[config.mk]
export PLATFORM = sky130hd
export DESIGN_NAME = br_fifo_credit_push_adapter
export DESIGN_NICKNAME = d
export VERILOG_FILES = /design/src/rtl/br_fifo_credit_pkg.sv /design/src/rtl/br_credit_counter.sv /design/src/rtl/br_fifo_credit_push_adapter.sv
export SDC_FILE = /design/constraint.sdc
export NUM_CORES = 1
export LEC_CHECK = 0
export CORE_AREA = 8 8 45 47
export CTS_BUF_LIST = sky130_fd_sc_hd__clkbuf_8
export DETAILED_ROUTE_END_ITERATION = 7
export DIE_AREA = 0 0 53 55
export PLACE_DENSITY_LB_ADDON = 0.3
export SETUP_SLACK_MARGIN = 0.4
export SYNTH_ARGS = -nofsm -noshare
export SYNTH_HDL_FRONTEND = slang
export SYNTH_SLANG_ARGS = --single-unit
[constraint.sdc]
create_clock -name clk -period 2.74 [get_ports clk]
set_input_delay 0.411 -clock clk [delete_from_list [all_inputs] [get_ports clk]]
set_output_delay 0.411 -clock clk [all_outputs]
set_load 0.01 [all_outputs]
[src/rtl/br_fifo_credit_pkg.sv]
// Shared types for the credit-based FIFO push adapter.
package br_fifo_credit_pkg;

  typedef enum logic {
    INIT   = 1'b0,
    ACTIVE = 1'b1
  } state_e;

endpackage

[src/rtl/br_credit_counter.sv]
// Saturating up/down credit counter with a sticky overflow flag.
module br_credit_counter #(
  parameter int MaxCredit = 2,
  localparam int CW = $clog2(MaxCredit + 1)
) (
  input  logic          clk,
  input  logic          rst_n,
  input  logic          incr,
  input  logic          decr,
  input  logic          load,
  input  logic [CW-1:0] load_value,
  output logic [CW-1:0] value,
  output logic          overflow
);

  localparam logic [CW-1:0] MaxV = CW'(MaxCredit);

  logic [CW-1:0] value_reg, value_next, base;
  logic          overflow_reg, overflow_next, sat;

  // The load path still accepts a concurrent increment, so an early return is not lost.
  always_comb begin
    base          = load ? load_value : value_reg;
    sat           = incr && !decr && (base == MaxV);
    value_next    = base;
    overflow_next = overflow_reg | sat;
    if (incr && !decr && !sat) begin
      value_next = base + CW'(1);
    end else if (decr && !incr) begin
      value_next = base - CW'(1);
    end
  end

  always_ff @(posedge clk or negedge rst_n) begin
    if (!rst_n) begin
      value_reg    <= '0;
      overflow_reg <= 1'b0;
    end else begin
      value_reg    <= value_next;
      overflow_reg <= overflow_next;
    end
  end

  assign value    = value_reg;
  assign overflow = overflow_reg;

endmodule

[src/rtl/br_fifo_credit_push_adapter.sv]
// Credit-gated push adapter in front of a non-backpressuring FIFO.
// Define BR_FIFO_CREDIT_REG_OUT_EN to register the FIFO push outputs (1-cycle latency).
module br_fifo_credit_push_adapter
  import br_fifo_credit_pkg::*;
#(
  parameter int Width = 1,
  parameter int MaxCredit = 2,
  localparam int CreditWidth = $clog2(MaxCredit + 1)
) (
  input  logic                   clk,
  input  logic                   rst_n,
  output logic                   push_ready,
  input  logic                   push_valid,
  input  logic [Width-1:0]       push_data,
  input  logic [CreditWidth-1:0] credit_initial,
  input  logic [CreditWidth-1:0] credit_withhold,
  output logic                   fifo_push_valid,
  output logic [Width-1:0]       fifo_push_data,
  input  logic                   fifo_credit_return,
  output logic [CreditWidth-1:0] credit_count,
  output logic [CreditWidth-1:0] credit_available,
  output logic                   credit_overflow
);

  localparam logic [CreditWidth-1:0] MaxCreditV = CreditWidth'(MaxCredit);

  state_e                 state_reg, state_next;
  logic                   load;
  logic                   push;
  logic [CreditWidth-1:0] load_value;

  always_ff @(posedge clk or negedge rst_n) begin
    if (!rst_n) begin
      state_reg <= INIT;
    end else begin
      state_reg <= state_next;
    end
  end

  always_comb begin
    state_next = ACTIVE;
  end

  always_comb begin
    load       = (state_reg == INIT);
    push_ready = (state_reg == ACTIVE) && (credit_available != '0);
  end

  assign push             = push_valid && push_ready;
  assign load_value       = (credit_initial > MaxCreditV) ? MaxCreditV : credit_initial;
  assign credit_available = (credit_count > credit_withhold) ? (credit_count - credit_withhold) : '0;

  br_credit_counter #(
    .MaxCredit(MaxCredit)
  ) u_counter (
    .clk       (clk),
    .rst_n     (rst_n),
    .incr      (fifo_credit_return),
    .decr      (push),
    .load      (load),
    .load_value(load_value),
    .value     (credit_count),
    .overflow  (credit_overflow)
  );

`ifdef BR_FIFO_CREDIT_REG_OUT_EN
  logic             valid_reg;
  logic [Width-1:0] data_reg;

  always_ff @(posedge clk or negedge rst_n) begin
    if (!rst_n) begin
      valid_reg <= 1'b0;
      data_reg  <= '0;
    end else begin
      valid_reg <= push;
      if (push) begin
        data_reg <= push_data;
      end
    end
  end

  assign fifo_push_valid = valid_reg;
  assign fifo_push_data  = data_reg;
`else
  // Holding the last pushed word keeps the data output quiet between pushes.
  logic [Width-1:0] data_hold_reg;

  always_ff @(posedge clk or negedge rst_n) begin
    if (!rst_n) begin
      data_hold_reg <= '0;
    end else if (push) begin
      data_hold_reg <= push_data;
    end
  end

  assign fifo_push_valid = push;
  assign fifo_push_data  = push ? push_data : data_hold_reg;
`endif

`ifndef SYNTHESIS
  a_no_push_without_credit : assert property (@(posedge clk) disable iff (!rst_n)
    push |-> (credit_available != '0));

  a_withhold_stable_in_init : assert property (@(posedge clk) disable iff (!rst_n)
    (state_reg == INIT) |=> $stable(credit_withhold));
`endif

endmodule

Word-level counts from Yosys, hierarchy flattened
Index checks and enable logic that the tools add are counted.
{"block": "classes", "add_sub_neg": 3, "n_lt_le_gt_ge": 2, "n_eq_ne": 1, "n_mux": 6, "bitwise": 1, "reduce_logical": 10}
{"operator": "$mux W2", "count": 5}
{"operator": "$logic_and A1 B1 Y1", "count": 6}
{"operator": "$logic_not A1 Y1", "count": 3}
{"operator": "$add A2 B1 Y2 const B", "count": 1}
{"operator": "$eq A2 B2 Y1 const B", "count": 1}
{"operator": "$gt A2 B2 Y1", "count": 1}
{"operator": "$gt A2 B2 Y1 const B", "count": 1}
{"operator": "$reduce_bool A2 Y1", "count": 1}
{"operator": "$sub A2 B1 Y2 const B", "count": 1}
{"operator": "$sub A2 B2 Y2", "count": 1}
{"operator": "$mux W1", "count": 1}
{"operator": "$or A1 B1 Y1", "count": 1}
{"block": "totals", "ff_bits": 5, "inputBits": 9, "out_inout_bits": 8, "elab_cells": 27}

Longest topological paths before layout
Gate-level depths: netlist of the first run.
{"block": "logic_depth", "depth_word": 11, "ltp_mapped": 9, "depth_no_buf": 9}

Cells and area by module
A second synthesis of the first run with hierarchy kept.
{"block": "hier_totals", "cells_unflattened": 37, "hier_area_um2": 382.9}
{"mod": "br_fifo_credit_push_adapter", "instances": 1, "cells_per_inst": 20, "area_each_um2": 201.4}
{"mod": "br_credit_counter", "instances": 1, "cells_per_inst": 17, "area_each_um2": 181.4}

Worst setup path before layout of the first run
Ideal clock, no wire load.
{"block": "synth_path", "kind": "reg2out", "startpoint": "register u_counter.value_reg[0], in the netlist u_counter.value[0]", "endpoint": "output fifo_push_data", "t_arrival_ns": 1.662, "t_required_ns": 2.329, "setup_slack_ns": 0.667, "stages_incl_launch_ff": 10, "path_buffers": 0, "path_cell_list": "dfrtp_1 inv_1 ha_1 inv_1 fa_1 nand2b_2 a21o_4 clkinv_4 nand2_1 nand2_1"}
{"block": "synth_via", "elab_chain_len": 6, "word_cells_on_any_way": 7, "cone_classes": "1 x add/sub; 1 x order compare; 2 x mux; 3 x reduce/logical"}
{"item": "start, declared", "line": "br_credit_counter.sv:18", "rtl": "logic [CW-1:0] value_reg, value_next, base;"}
{"item": "start signal, assigned", "line": "br_credit_counter.sv:39", "rtl": "value_reg <= value_next;"}
{"item": "$sub A2 B2 Y2 / $gt A2 B2 Y1 (equally long branches)", "line": "br_fifo_credit_push_adapter.sv:51", "rtl": "assign credit_available = (credit_count > credit_withhold) ? (credit_count - credit_withhold) : '0;"}
{"item": "$mux W2 (*)", "line": "br_fifo_credit_push_adapter.sv:51"}
{"item": "$reduce_bool A2 Y1 (*)", "line": "br_fifo_credit_push_adapter.sv:46", "rtl": "push_ready = (state_reg == ACTIVE) && (credit_available != '0);"}
{"item": "$logic_and A1 B1 Y1 (*)", "line": "br_fifo_credit_push_adapter.sv:46"}
{"item": "$logic_and A1 B1 Y1 (*)", "line": "br_fifo_credit_push_adapter.sv:49", "rtl": "assign push = push_valid && push_ready;"}
{"item": "net fifo_push_valid", "line": "br_fifo_credit_push_adapter.sv:17", "rtl": "output logic fifo_push_valid,"}
{"item": "$mux W1 (*)", "line": "br_fifo_credit_push_adapter.sv:97", "rtl": "assign fifo_push_data = push ? push_data : data_hold_reg;"}
{"item": "end, declared", "line": "br_fifo_credit_push_adapter.sv:18", "rtl": "output logic [Width-1:0] fifo_push_data,"}
Mark *: on every way through the listed nets, which the timed path passes. The rest lies on a longest branch.

Final worst setup path of the first run
{"block": "layout_path", "startpoint": "register u_counter.value_reg[0], in the netlist u_counter.value[0]", "endpoint": "output fifo_push_data"}
{"block": "layout_via", "elab_chain_len": 6, "word_cells_on_any_way": 7, "cone_classes": "1 x add/sub; 1 x order compare; 2 x mux; 3 x reduce/logical"}
{"item": "$sub A2 B2 Y2 / $gt A2 B2 Y1 (equally long branches)", "line": "br_fifo_credit_push_adapter.sv:51"}
{"item": "$mux W2 (*)", "line": "br_fifo_credit_push_adapter.sv:51"}
{"item": "$reduce_bool A2 Y1 (*)", "line": "br_fifo_credit_push_adapter.sv:46"}
{"item": "$logic_and A1 B1 Y1 (*)", "line": "br_fifo_credit_push_adapter.sv:46"}
{"item": "$logic_and A1 B1 Y1 (*)", "line": "br_fifo_credit_push_adapter.sv:49"}
{"item": "$mux W1 (*)", "line": "br_fifo_credit_push_adapter.sv:97"}
Mark *: on every way between the ends. The rest lies on a longest branch, timed or not.

==> results of run 1 <==
-- power breakdown --
| group | internal [W] | switching (W) | leakage [nW] | total [W] |
|---|---|---|---|---|
| registers | 0.0000952 | 0.0000163 | 0.0563 | 0.000112 |
| logic | 0.000208 | 0.000176 | 0.234 | 0.000383 |
| clock network | 0.0000958 | 0.0000336 | 0.0269 | 0.000129 |
-- logic make-up (layout without fill, tap and decap cells) --
| group | count (synthesis) | after routing | synth area share (%) |
|---|---|---|---|
| other | 1 | 1 | 0.9308 |
| muxes | 2 | 2 | 5.279 |
| AOI/OAI and AO/OA | 8 | 8 | 18.32 |
| adders and majority gates | 4 | 4 | 14.29 |
| and+or+nand+nor | 16 | 16 | 22.36 |
| DFF | 5 | 5 | 31.06 |
| buffers and inverters | 7 | 32 | 7.764 |
-- metal layers --
| layer | track usage, % | wire, microns | vias up |
|---|---|---|---|
| met5 | 0 | 0 | - |
| met4 | 3.879 | 0 | 0 |
| met3 | 5.348 | 116 | 0 |
| met2 | 13.48 | 471 | 17 |
| met1 | 7.396 | 425 | 183 |
| li1 | - | - | 196 |
-- per-stage QoR --
step / setup slack, ns / hold WS (ns)
floorplan: 0.6675 / 0.1154
global placement: -0.2594 / 0.4569
detailed placement: -0.2669 / 0.4685
CTS: 0.3301 / 0.4129
global route: 0.2856 / 0.4283
finish: 0.3936 / 0.4112
-- how the worst max path moves through the flow --
stage,startpoint,end,cells past startpoint
after floorplan,u_counter.value[0],fifo_push_data,9
after global placement,credit_withhold[0],fifo_push_data,10
after detailed placement,credit_withhold[0],fifo_push_data,10
after CTS,u_counter.value[0],fifo_push_data,10
after global routing,u_counter.value[0],fifo_push_data,10
final,u_counter.value[0],fifo_push_data,10
-- worst register-to-register path, delay by kind of cell, from the launching register on --
family          cells  cell delay, ns
fa+ha+maj           2            0.71
flops               1            0.36
compound gates      2            0.57
buf+inv             4            0.33
simple gates        2            0.12
-- cells in the mapped netlist --
| cell | n | area, sq um |
|---|---|---|
| nor2b_1 | 1 | 6.260 |
| o21a_1 | 1 | 7.510 |
| mux2_2 | 1 | 11.26 |
| a211oi_2 | 1 | 12.51 |
| a31o_2 | 1 | 8.760 |
| o311a_1 | 1 | 10.01 |
| dfrtp_1 | 5 | 125.1 |
| clkbuf_1 | 1 | 3.750 |
| and2_2 | 1 | 7.510 |
| nand2_1 | 4 | 15.01 |
| nor2_1 | 3 | 11.26 |
| conb_1 | 1 | 3.750 |
| nand3_2 | 1 | 10.01 |
| nor2_2 | 1 | 6.260 |
| and2_1 | 1 | 6.260 |
| clkinv_4 | 1 | 8.760 |
| fa_1 | 1 | 20.02 |
| nand3_1 | 1 | 5.000 |
| ha_1 | 3 | 37.54 |
| nand2b_2 | 1 | 8.760 |
| inv_1 | 5 | 18.77 |
| mux2i_1 | 1 | 10.01 |
| nand4_1 | 1 | 6.260 |
| a21oi_1 | 2 | 10.01 |
| a221o_1 | 1 | 10.01 |
| nor3b_1 | 1 | 7.510 |
| a21o_4 | 1 | 15.01 |
-- area by class of cell --
| class | count | area [sq um] |
|---|---|---|
| clock buffers | 3 | 41.29 |
| clock inverters | 1 | 3.754 |
| fillers | 148 | 710.7 |
| inverters | 6 | 27.53 |
| multi-input cells | 31 | 267.8 |
| flip-flops and latches | 5 | 125.1 |
| well taps | 16 | 20.02 |
| repair buffers | 22 | 187.7 |
-- timing repair --
action                                  4_1_cts  5_1_grt
gates resized for setup                      26        3
endpoints found under the hold margin         0        0
endpoints found under the setup margin        6        5
pin swaps                                     5        2
setup buffers                                 2        0
==> flow_summary.json, run 1 <==
{
  "r2r_slack_ns": 0.52,
  "crit_required_ns": 2.33,
  "ys_seq_area_share_pct": 31.06,
  "max_stage_delay_ns": 0.55,
  "hpwl_microns": 777.2,
  "yosys_warnings": 0,
  "setup-violations-final": 0,
  "core_area_sq_um": 1384,
  "power_w": 0.0006244,
  "fp.dieH_microns": 55,
  "drive_above_1_share_pct": 44.12,
  "port_buffers": 16,
  "arrival_ns": 1.94,
  "chipWidth_microns": 53,
  "cts_made_buffers": 3,
  "powerDensity_nw_per_um2": 927.5,
  "startpoint_type": "register",
  "grt_pass1_wl_microns": 1731,
  "avgRoutedWirePerCell_microns": 12.06,
  "crit_fanout": 5,
  "period_share_pct": 85.64,
  "firstDrtPassIters": 2,
  "critical_path_class": "reg -> out",
  "die_area_sq_um": 2915,
  "dpl.cell_count": 78,
  "drtIter0Drc": 1,
  "ir_worst_vdd_uv": 516.7,
  "cts_tree": "built",
  "largest_register_ffs": 2,
  "layout.nets": 82,
  "layout_common_cells": "9 x clkdlybuf4s50_1, 6 x buf_4, 5 x dfrtp_1",
  "setup_tns_ns": 0,
  "cts_max_level": 1,
  "routed_wl_microns": 1013,
  "gr-total-overflow": 0,
  "cp-end-kind": "output port",
  "leakage_nw": 0.3172,
  "cts_buffer_depth": 2,
  "clk_pin_slew_worst_paths_ns": 0.03,
  "initial_core_util_pct": 29.11,
  "cp_cell_sequence": "inv_1 > ha_2 > inv_2 > fa_2 > nand2b_4 > a21o_4 > clkinv_4 > nand2_2 > nand2_2 > buf_6",
  "r2r_cells": 10,
  "postCtsHoldBufs": 0,
  "status": "completed",
  "clkSinkCount": 5,
  "ys_ff_latch": 5,
  "r2r-start": "u_counter.value[0]",
  "via_per_inst": 4.714,
  "drv_slew": 0,
  "rows": 14,
  "crit_slowest_cell": "fa_2",
  "ios": 17,
  "drc_errors": 0,
  "grt_antenna_before_repair": 0,
  "num_vias": 396,
  "cp_top_family": "adder cells",
  "finalClockSkew_ns": 0.0003549,
  "final_cells": 84,
  "cap_violations": 0,
  "max_freq_ghz": 0.4262,
  "clock_latency_ns": 0.22,
  "synth.distinct_cells": 27,
  "period_minus_slack_ns": 2.346,
  "avgSynthCellArea_sq_um": 9.369,
  "root_buffer": "clkbuf_8",
  "synthCells": 43,
  "fin_area_sq_um": 673.1,
  "cp.buffers_inverters": 4,
  "finish.utilization_pct": 48.64,
  "n_antenna_cell": 0,
  "hold_viol_final": 0,
  "rsz0062_at_grt": "true",
  "syn_to_final_growth_pct": 67.08,
  "synth_area_sq_um": 402.9,
  "synth_fp_nets": 56,
  "min_path_type": "in -> async",
  "gp_congestion": 0.7652,
  "place_area_sq_um": 609.3,
  "regToRegEndpoint": "u_counter.value[0]",
  "crit_path_frequent_cell": "nand2_2",
  "grt_max_degree": 9,
  "final_common_cell": "clkdlybuf4s50_1",
  "track_usage_pct": 8.018,
  "ant_nets": 0,
  "grt_pass1_vias": 421
}
(Power assumes the default switching activity.)
==> run 2, diff against run 1 <==
- clock period: 2.74 -> 1.9 ns (I/O delays scaled with it)
==> run 2 against run 1 <==
  * The flow now finishes with violations (negative setup slack)
  * Cell count rose by 11%
  * Combinational power rose by 85%
  * Routed wire length increased by 7.5%
  * Clock skew is 0.0051 ns higher
  * Sequential power is 43% higher
  * Clock-buffer cell count unchanged
  * First-iteration DRC count is the same
  * Via count grew 6.3%
  * Global-route usage is 0.38 points higher
  * Flip-flop and latch count is the same
  * Setup slack got worse by 0.73 ns
  * Critical path type unchanged
  * Largest cell class unchanged
  * Largest power group unchanged
==> flow_summary.json, run 2 (synthesis results as in run 1) <==
{
  "largest_register_ffs": 2,
  "finalClockSkew_ns": 0.005453,
  "cts_max_level": 1,
  "drc_errors": 0,
  "gp_congestion": 0.6918,
  "num_vias": 421,
  "layout.nets": 91,
  "fin_area_sq_um": 780.7,
  "violations": "negative setup slack",
  "power_w": 0.001062,
  "avgRoutedWirePerCell_microns": 11.71,
  "via_per_inst": 4.527,
  "place_area_sq_um": 645.6,
  "routed_wl_microns": 1089,
  "drv_slew": 0,
  "period_minus_slack_ns": 2.234,
  "ios": 17,
  "ir_worst_vdd_uv": 621.6,
  "status": "finished, violations left",
  "clock_latency_ns": 0.22,
  "cts_buffer_depth": 2,
  "cts_tree": "built",
  "syn_to_final_growth_pct": 93.79,
  "final_common_cell": "buf_4",
  "hpwl_microns": 799.4,
  "cts_made_buffers": 3,
  "chipWidth_microns": 53,
  "drtIter0Drc": 1,
  "gr-total-overflow": 0,
  "min_path_type": "in -> async",
  "clkSinkCount": 5,
  "period_share_pct": 117.6,
  "core_area_sq_um": 1384,
  "leakage_nw": 0.3940,
  "drive_above_1_share_pct": 53.25,
  "max_freq_ghz": 0.4477,
  "setup_tns_ns": -1.758,
  "layout_common_cells": "11 x buf_4, 7 x clkdlybuf4s50_1, 6 x buf_6",
  "hold_viol_final": 0,
  "n_antenna_cell": 0,
  "clk_pin_slew_worst_paths_ns": 0.04,
  "hold_slack_ns": 0.2854,
  "die_area_sq_um": 2915,
  "ant_nets": 0,
  "crit_required_ns": 1.62,
  "critPathLaunch": "u_counter.value[0]",
  "setup-violations-final": 7,
  "port_buffers": 16,
  "fin_ws_ns": -0.3338,
  "grt_antenna_before_repair": 0,
  "track_usage_pct": 8.397,
  "root_buffer": "clkbuf_8",
  "rows": 14,
  "grt_max_degree": 9,
  "r2r-start": "u_counter.value[0]",
  "critical_path_class": "reg -> out",
  "startpoint_type": "register",
  "cap_violations": 0,
  "initial_core_util_pct": 29.11,
  "rsz0062_at_grt": "true",
  "arrival_ns": 1.95,
  "grt_pass1_vias": 448,
  "firstDrtPassIters": 4,
  "fp.dieH_microns": 55,
  "cp-end-kind": "output port",
  "grt_pass1_wl_microns": 1856,
  "powerDensity_nw_per_um2": 1361,
  "crit_fanout": 3
}
## run 2: final timing paths
check	endpoint	slack [ns]	cells past startpoint
worst min register to register	u_counter.overflow	0.49	1
worst max register to register	u_counter.value[0]	-0.33	10
min in group clk	u_counter.overflow	0.49	1
worst min-delay path	state_reg	0.29	1
max in group asynchronous	data_hold_reg	1.42	1
worst max-delay path	fifo_push_data	-0.33	10
## run 2: where the power goes
part / internal (W) / leakage, nW / total, W / switching, W
clock network: 0.000139 / 0.0269 / 0.000195 / 0.0000560
registers: 0.000137 / 0.0563 / 0.000160 / 0.0000225
logic: 0.000419 / 0.311 / 0.000708 / 0.000289
## run 2: stage by stage
| step | utilization, % | setup WS (ns) | cells |
|---|---|---|---|
| 6_report | 56.42 | -0.3338 | 93 |
| 4_1_cts | 53.62 | -0.3765 | 91 |
| 3_3_place_gp | 46.65 | -0.8199 | 82 |
| 2_1_floorplan | - | -0.05550 | 43 |
| 5_1_grt | 56.42 | -0.4182 | 93 |
| 3_5_place_dp | 46.65 | -0.8180 | 82 |
## run 2: final cells by class
type | instances | area (sq um)
Tap cell | 16 | 20.02
Sequential cell | 5 | 125.1
Fill cell | 145 | 603.1
Timing Repair Buffer | 31 | 279.0
Clock inverter | 1 | 3.754
Clock buffer | 3 | 41.29
Inverter | 6 | 27.53
Multi-Input combinational cell | 31 | 284.0
## run 2: repair_timing
| item | CTS | global route |
|---|---|---|
| pin swaps | 7 | 5 |
| resized for setup | 33 | 8 |
| setup buffers | 5 | 2 |
| gates cloned | 0 | 0 |
| setup endpoints to repair | 10 | 11 |
| hold buffers | 0 | 0 |
## run 2: layer usage
metal	global-route usage [%]	part of all wire (%)
met1	8.462	42
met2	14.06	46
met5	0	0
met3	6.150	12
met4	1.293	0
## run 2: worst max-delay path, cell delays in order, from the launching register on
cell	delay, ns
dfrtp_1	0.37
inv_1	0.07
ha_2	0.17
inv_2	0.03
fa_2	0.56
nand2b_4	0.06
a21o_4	0.22
clkinv_4	0.05
nand2_2	0.04
nand2_2	0.06
buf_6	0.10
